## src/rtl/uart_pkg.sv

```systemverilog
// Shared UART definitions: FSM encodings, defaults, baud math.
// Kept identical on the TX and RX side so paired instances interoperate.
package uart_pkg;

   localparam logic [2:0] S_IDLE   = 3'b000;
   localparam logic [2:0] S_START  = 3'b001;
   localparam logic [2:0] S_DATA   = 3'b011;
   localparam logic [2:0] S_PARITY = 3'b100;
   localparam logic [2:0] S_STOP   = 3'b101;

   localparam int unsigned DEF_CLK_FRE     = 500;
   localparam int unsigned DEF_DATA_WIDTH  = 8;
   localparam int unsigned DEF_PARITY_ON   = 0;
   localparam int unsigned DEF_PARITY_TYPE = 0;
   localparam int unsigned DEF_BAUD_RATE   = 9600;
   localparam int unsigned DEF_STOP_BITS   = 1;

   // Clocks per bit; 64-bit intermediate avoids overflow of MHz*1e6.
   function automatic int unsigned calc_cycle(
      input int unsigned clk_fre,
      input int unsigned baud
   );
      logic [63:0] w_num;
      w_num = 64'(clk_fre) * 64'd1000000;
      return 32'(w_num / 64'(baud));
   endfunction

endpackage

```

## src/rtl/uart_baud_gen.sv

```systemverilog
// Bit-period timer: free-running 0..CYCLE-1 while enabled.
// Tick is high for the single clock where the count is CYCLE-1.
module uart_baud_gen #(
   parameter int unsigned CYCLE = 10
) (
   input  logic i_clk_sys,
   input  logic i_rst,
   input  logic i_en,
   input  logic i_clr,
   output logic o_tick
);

   localparam logic [31:0] LAST = 32'(CYCLE - 1);

   logic [31:0] r_cnt;

   assign o_tick = i_en && (r_cnt == LAST);

   // Count while enabled, wrap at CYCLE-1, hold at zero otherwise.
   always_ff @(posedge i_clk_sys or posedge i_rst) begin
      if (i_rst) begin
         r_cnt <= '0;
      end else if (i_clr || !i_en) begin
         r_cnt <= '0;
      end else if (r_cnt == LAST) begin
         r_cnt <= '0;
      end else begin
         r_cnt <= r_cnt + 32'd1;
      end
   end

endmodule

```

## src/rtl/uart_tx.sv

```systemverilog
// UART transmitter: start, LSB-first data, optional parity, stop bits.
// Line output is registered; one word accepted per valid/ready handshake.
module uart_tx
   import uart_pkg::*;
#(
   parameter int unsigned CLK_FRE     = DEF_CLK_FRE,
   parameter int unsigned DATA_WIDTH  = DEF_DATA_WIDTH,
   parameter int unsigned PARITY_ON   = DEF_PARITY_ON,
   parameter int unsigned PARITY_TYPE = DEF_PARITY_TYPE,
   parameter int unsigned BAUD_RATE   = DEF_BAUD_RATE,
   parameter int unsigned STOP_BITS   = DEF_STOP_BITS
) (
   input  logic                  i_clk_sys,
   input  logic                  i_rst,
   input  logic                  i_tx_valid,
   input  logic [DATA_WIDTH-1:0] i_tx_data,
   output logic                  o_tx_ready,
   output logic                  o_uart_tx,
   output logic                  o_tx_busy,
   output logic                  o_tx_done
);

   localparam int unsigned CYCLE     = calc_cycle(CLK_FRE, BAUD_RATE);
   localparam logic [3:0]  LAST_BIT  = 4'(DATA_WIDTH - 1);
   localparam logic [3:0]  LAST_STOP = 4'(STOP_BITS - 1);
   localparam logic        PAR_ODD   = 1'(PARITY_TYPE);

   logic [2:0]            r_state;
   logic [DATA_WIDTH-1:0] r_shift;
   logic [3:0]            r_cnt;
   logic                  r_parity;
   logic                  r_tx;
   logic                  r_ready;
   logic                  r_busy;
   logic                  r_done;

   logic w_accept;
   logic w_baud_en;
   logic w_tick;

   assign w_accept  = i_tx_valid && r_ready;
   assign w_baud_en = (r_state != S_IDLE);

   assign o_tx_ready = r_ready;
   assign o_uart_tx  = r_tx;
   assign o_tx_busy  = r_busy;
   assign o_tx_done  = r_done;

   uart_baud_gen #(
      .CYCLE(CYCLE)
   ) u_baud (
      .i_clk_sys(i_clk_sys),
      .i_rst    (i_rst),
      .i_en     (w_baud_en),
      .i_clr    (w_accept),
      .o_tick   (w_tick)
   );

   // Frame sequencer: every transition lands on a bit-period tick.
   always_ff @(posedge i_clk_sys or posedge i_rst) begin
      if (i_rst) begin
         r_state  <= S_IDLE;
         r_shift  <= '0;
         r_cnt    <= '0;
         r_parity <= 1'b0;
         r_tx     <= 1'b1;
         r_ready  <= 1'b1;
         r_busy   <= 1'b0;
         r_done   <= 1'b0;
      end else begin
         r_done <= 1'b0;
         case (r_state)
            S_IDLE: begin
               if (w_accept) begin
                  r_state  <= S_START;
                  r_shift  <= i_tx_data;
                  r_parity <= (^i_tx_data) ^ PAR_ODD;
                  r_cnt    <= '0;
                  r_tx     <= 1'b0;
                  r_ready  <= 1'b0;
                  r_busy   <= 1'b1;
               end
            end
            S_START: begin
               if (w_tick) begin
                  r_state <= S_DATA;
                  r_tx    <= r_shift[0];
                  r_shift <= r_shift >> 1;
                  r_cnt   <= '0;
               end
            end
            S_DATA: begin
               if (w_tick) begin
                  if (r_cnt == LAST_BIT) begin
                     r_cnt <= '0;
                     if (PARITY_ON != 0) begin
                        r_state <= S_PARITY;
                        r_tx    <= r_parity;
                     end else begin
                        r_state <= S_STOP;
                        r_tx    <= 1'b1;
                     end
                  end else begin
                     r_cnt   <= r_cnt + 4'd1;
                     r_tx    <= r_shift[0];
                     r_shift <= r_shift >> 1;
                  end
               end
            end
            S_PARITY: begin
               if (w_tick) begin
                  r_state <= S_STOP;
                  r_tx    <= 1'b1;
               end
            end
            S_STOP: begin
               if (w_tick) begin
                  if (r_cnt == LAST_STOP) begin
                     r_state <= S_IDLE;
                     r_cnt   <= '0;
                     r_done  <= 1'b1;
                     r_ready <= 1'b1;
                     r_busy  <= 1'b0;
                  end else begin
                     r_cnt <= r_cnt + 4'd1;
                  end
               end
            end
            default: begin
               r_state <= S_IDLE;
               r_tx    <= 1'b1;
               r_ready <= 1'b1;
               r_busy  <= 1'b0;
            end
         endcase
      end
   end

endmodule

```

## config.mk

```make
export PLATFORM = sky130hd
export DESIGN_NAME = uart_tx
export DESIGN_NICKNAME = d
export VERILOG_FILES = /design/src/rtl/uart_pkg.sv /design/src/rtl/uart_baud_gen.sv /design/src/rtl/uart_tx.sv
export SDC_FILE = /design/constraint.sdc
export NUM_CORES = 1
export LEC_CHECK = 0
export BUFFER_PORTS_ARGS = -buffer_cell sky130_fd_sc_hd__buf_2
export CAP_MARGIN = 20
export CORE_MARGIN = 2
export CORE_UTILIZATION = 50
export DETAILED_ROUTE_END_ITERATION = 10
export HOLD_SLACK_MARGIN = 0.12
export PLACE_DENSITY_LB_ADDON = 0.1
export SKIP_CTS_REPAIR_TIMING = 1
export SLEW_MARGIN = 15
export SYNTH_ARGS = -nofsm -noshare
export SYNTH_HDL_FRONTEND = slang
export SYNTH_SLANG_ARGS = --single-unit
```

## constraint.sdc

```tcl
create_clock -name i_clk_sys -period 3.6 [get_ports i_clk_sys]
set_input_delay 0.54 -clock i_clk_sys [delete_from_list [all_inputs] [get_ports i_clk_sys]]
set_output_delay 0.54 -clock i_clk_sys [all_outputs]
set_load 0.05 [all_outputs]
```

==> qor.csv <==
metric,value,unit
status,"complete, no violations",
first_pass_iters,4,
path_class,reg2reg,
critical_path.top_delay_family,simple AND/OR/NAND/NOR gates,
post_synth.cell_area_avg,9.58,sq um
synth.cell_area,2820,sq um
setup_viol,0,
final_min_period_over_clock_period,69.1,%
multiInputGateArea,1450,sq um
gr-total-overflow,0,
setup_repair_after_global_routing_missed_its_margin,false,
post_layout_cell_count,381,
critPathBufInv,0,
wire_length_of_the_first_global_routing_pass,10000,um
async_flop_share,100,%
port_buffers,14,
avgViaCountPerCell,5.66,
yosysWarningCount,0,
drt-total-wl,5770,um
antenna_violating_nets_remaining,0,
synth_cells,294,
drc,0,
synth.most_common_cell,sky130_fd_sc_hd__nor2_1,
skew,0.00912,ns
pre_cts_ws,1.16,ns
pwr_density_cell,315,nW/um^2
worst_slew_pin_slew,0.850,ns
synth_cell_types,53,
maximum_fanout_count_along_the_critical_path,13,
fill_cells,531,
ys_seq_elements,51,
cts.reportedPaths.clkPinSlew,0.09,ns
endpoint_kind,flip-flop,
cts_inserted_buffers,5,
vias,2157,
final-seq-area,1280,sq um
synth_common_cells,"58 x sky130_fd_sc_hd__nor2_1, 49 x sky130_fd_sc_hd__dfrtp_1, 21 x sky130_fd_sc_hd__nand2_1",
antenna_found_initial,0,
syn_to_final_growth,8.44,%
max-cap-violations,0,
worst-endpoint-required,3.83,ns
placed_cells_incl_taps,373,
seq_area_frac_synth,45.4,%
timing.hold.worst.class,in2async,
cp_slowest_cell,sky130_fd_sc_hd__nor2_1,
pin_count,15,
nets,323,
grt_max_degree,29,
synth_edf_count,0,
floorplan.die.width,79.1,um
dp_hpwl,4150,um
synth_top_area_share,43.5,%
diodes,0,
tritoncts,done,
max_stage_delay,0.74,ns
max_freq,402,MHz
min_period,2.49,ns
postSynth.topFlopCell,sky130_fd_sc_hd__dfrtp_1,
die_area,6250,sq um
cts-root-to-sink-buffers,2,
first_global_vias,2080,
core_area,5470,sq um
cts_root_buf,sky130_fd_sc_hd__clkbuf_8,
clock_insertion_delay_worst_skew,0.30,ns
final_hold_viol_count,0,
worstPathArrival,2.72,ns
timing_max_transition_violations_final,0,
routabilityCongestion,0.809,
synth_fp_nets,309,
number_of_drc_markers_in_iteration_0,141,
synth_area_leader_cell,sky130_fd_sc_hd__dfrtp_1,
placementRows,27,
total_negative_setup_slack,0,ns
drt-wirelength-per-cell,15.1,um
top_cells_by_area_synth,"sky130_fd_sc_hd__dfrtp_1 44%, sky130_fd_sc_hd__nor2_1 7.7%, sky130_fd_sc_hd__xor2_1 5.9%, sky130_fd_sc_hd__nand2_1 2.8%, sky130_fd_sc_hd__xnor2_1 2.8%",
leakage,1.45,nW
startpoint_type,flip-flop,
crit_path_cell_trace,nor4_1 > nand4_1 > nor2_1 > o311ai_0 > a21o_1,
starting_utilization_of_the_core_area,51.5,%
tritoncts_num_sinks,51,
vdd_drop_max,0.000200,V
utilization,55.8,%
slew-limit-headroom,43.1,%
final.setup.worst_slack,1.11,ns
drive_above_1_share,16.2,%
h_tree_depth,2,
global_route.usage.total,20.3,%
die_height,79.1,um
==> registers in the layout (all words and copies together), names as in the netlist <==
name	count
o_tx_done	1
r_shift	8
r_state	3
o_uart_tx	1
o_tx_busy	1
u_baud.r_cnt	32
o_tx_ready	1
r_cnt	4
==> where the power goes <==
group	internal [mW]	switching [mW]
combinational	0.00970	0.0147
clock	0.175	0.184
sequential	0.576	0.00224
total	0.761	0.201
==> worst reg2reg max path, stage by stage (launching register included) <==
cell and delay [ns]:
sky130_fd_sc_hd__dfrtp_1 0.43, sky130_fd_sc_hd__nor4_1 0.38, sky130_fd_sc_hd__nand4_1 0.34, sky130_fd_sc_hd__nor2_1 0.74, sky130_fd_sc_hd__o311ai_0 0.30, sky130_fd_sc_hd__a21o_1 0.24
==> path summary, 6_finish.rpt <==
kind                       slack, ns               end        startpoint  depth (start not counted)
setup / recovery                1.11        o_tx_ready  u_baud.r_cnt[17]                          5
hold / removal                  0.30        r_state[0]             i_rst                          2
setup reg to reg                1.11        o_tx_ready  u_baud.r_cnt[17]                          5
hold reg to reg                 0.52        r_shift[1]        r_shift[1]                          1
max in group asynchronous       2.57  u_baud.r_cnt[12]             i_rst                          3
min in group i_clk_sys          0.50        r_shift[7]      i_tx_data[7]                          3
==> cell families after synthesis <==
logic type	Yosys count	share of synthesized area, %
buffers and inverters	21	3.20
and+or+nand+nor	136	26.6
muxes	5	1.95
xor gates and xnor gates	28	8.70
AOI/OAI and AO/OA	49	12.4
DFF	51	45.4
adders and majority gates	4	1.78
==> cells in the final DEF, fill, tap and decap left out, types with 2 or more instances in the layout <==
cell	n
sky130_fd_sc_hd__nor4_1	8
sky130_fd_sc_hd__o22ai_1	2
sky130_fd_sc_hd__inv_1	11
sky130_fd_sc_hd__nand3_1	10
sky130_fd_sc_hd__o2bb2ai_1	2
sky130_fd_sc_hd__xor2_1	19
sky130_fd_sc_hd__a21o_1	2
sky130_fd_sc_hd__and4bb_2	2
sky130_fd_sc_hd__o22a_2	5
sky130_fd_sc_hd__nor3_1	4
sky130_fd_sc_hd__dfstp_2	2
sky130_fd_sc_hd__o211ai_1	3
sky130_fd_sc_hd__nor2_1	58
sky130_fd_sc_hd__clkbuf_8	7
sky130_fd_sc_hd__a21oi_1	14
sky130_fd_sc_hd__nand2_1	21
sky130_fd_sc_hd__and2_1	2
sky130_fd_sc_hd__a2bb2oi_1	2
sky130_fd_sc_hd__xnor2_1	9
sky130_fd_sc_hd__nand4_1	12
sky130_fd_sc_hd__dfrtp_1	49
sky130_fd_sc_hd__nor4b_2	2
sky130_fd_sc_hd__o21ai_0	7
sky130_fd_sc_hd__ha_1	4
sky130_fd_sc_hd__mux2_2	4
sky130_fd_sc_hd__buf_4	2
sky130_fd_sc_hd__buf_2	14
sky130_fd_sc_hd__and3_1	5
==> through the flow <==
step | power, mW | area (sq um) | hold WS (ns)
after floorplan | 0.604 | 2820 | 0.474
after global placement | 0.615 | 2950 | 0.487
after detailed placement | 0.616 | 2950 | 0.501
after CTS | 0.978 | 3060 | 0.319
after global routing | 1.01 | 3060 | 0.348
final | 0.962 | 3060 | 0.298
==> routing by layer <==
metal | share of wire (%) | vias up | global-route usage [%] | routed length, um
met5 | 0 | - | 0 | 0
met4 | 0.69 | 0 | 5.17 | 40
met3 | 3.2 | 5 | 3.30 | 187
met2 | 43 | 38 | 30.0 | 2450
met1 | 53 | 1044 | 31.1 | 3080
li1 | - | 1070 | - | -
==> final cells by class <==
type,instances,share of cell area [%]
multi-input cells,222,47.5
flip-flops and latches,51,41.9
well taps,72,2.95
inverters,12,1.47
repair buffers,16,2.78
clock inverters,1,0.246
clock buffers,7,3.15
Note: power is estimated with default switching activity, not from simulation.
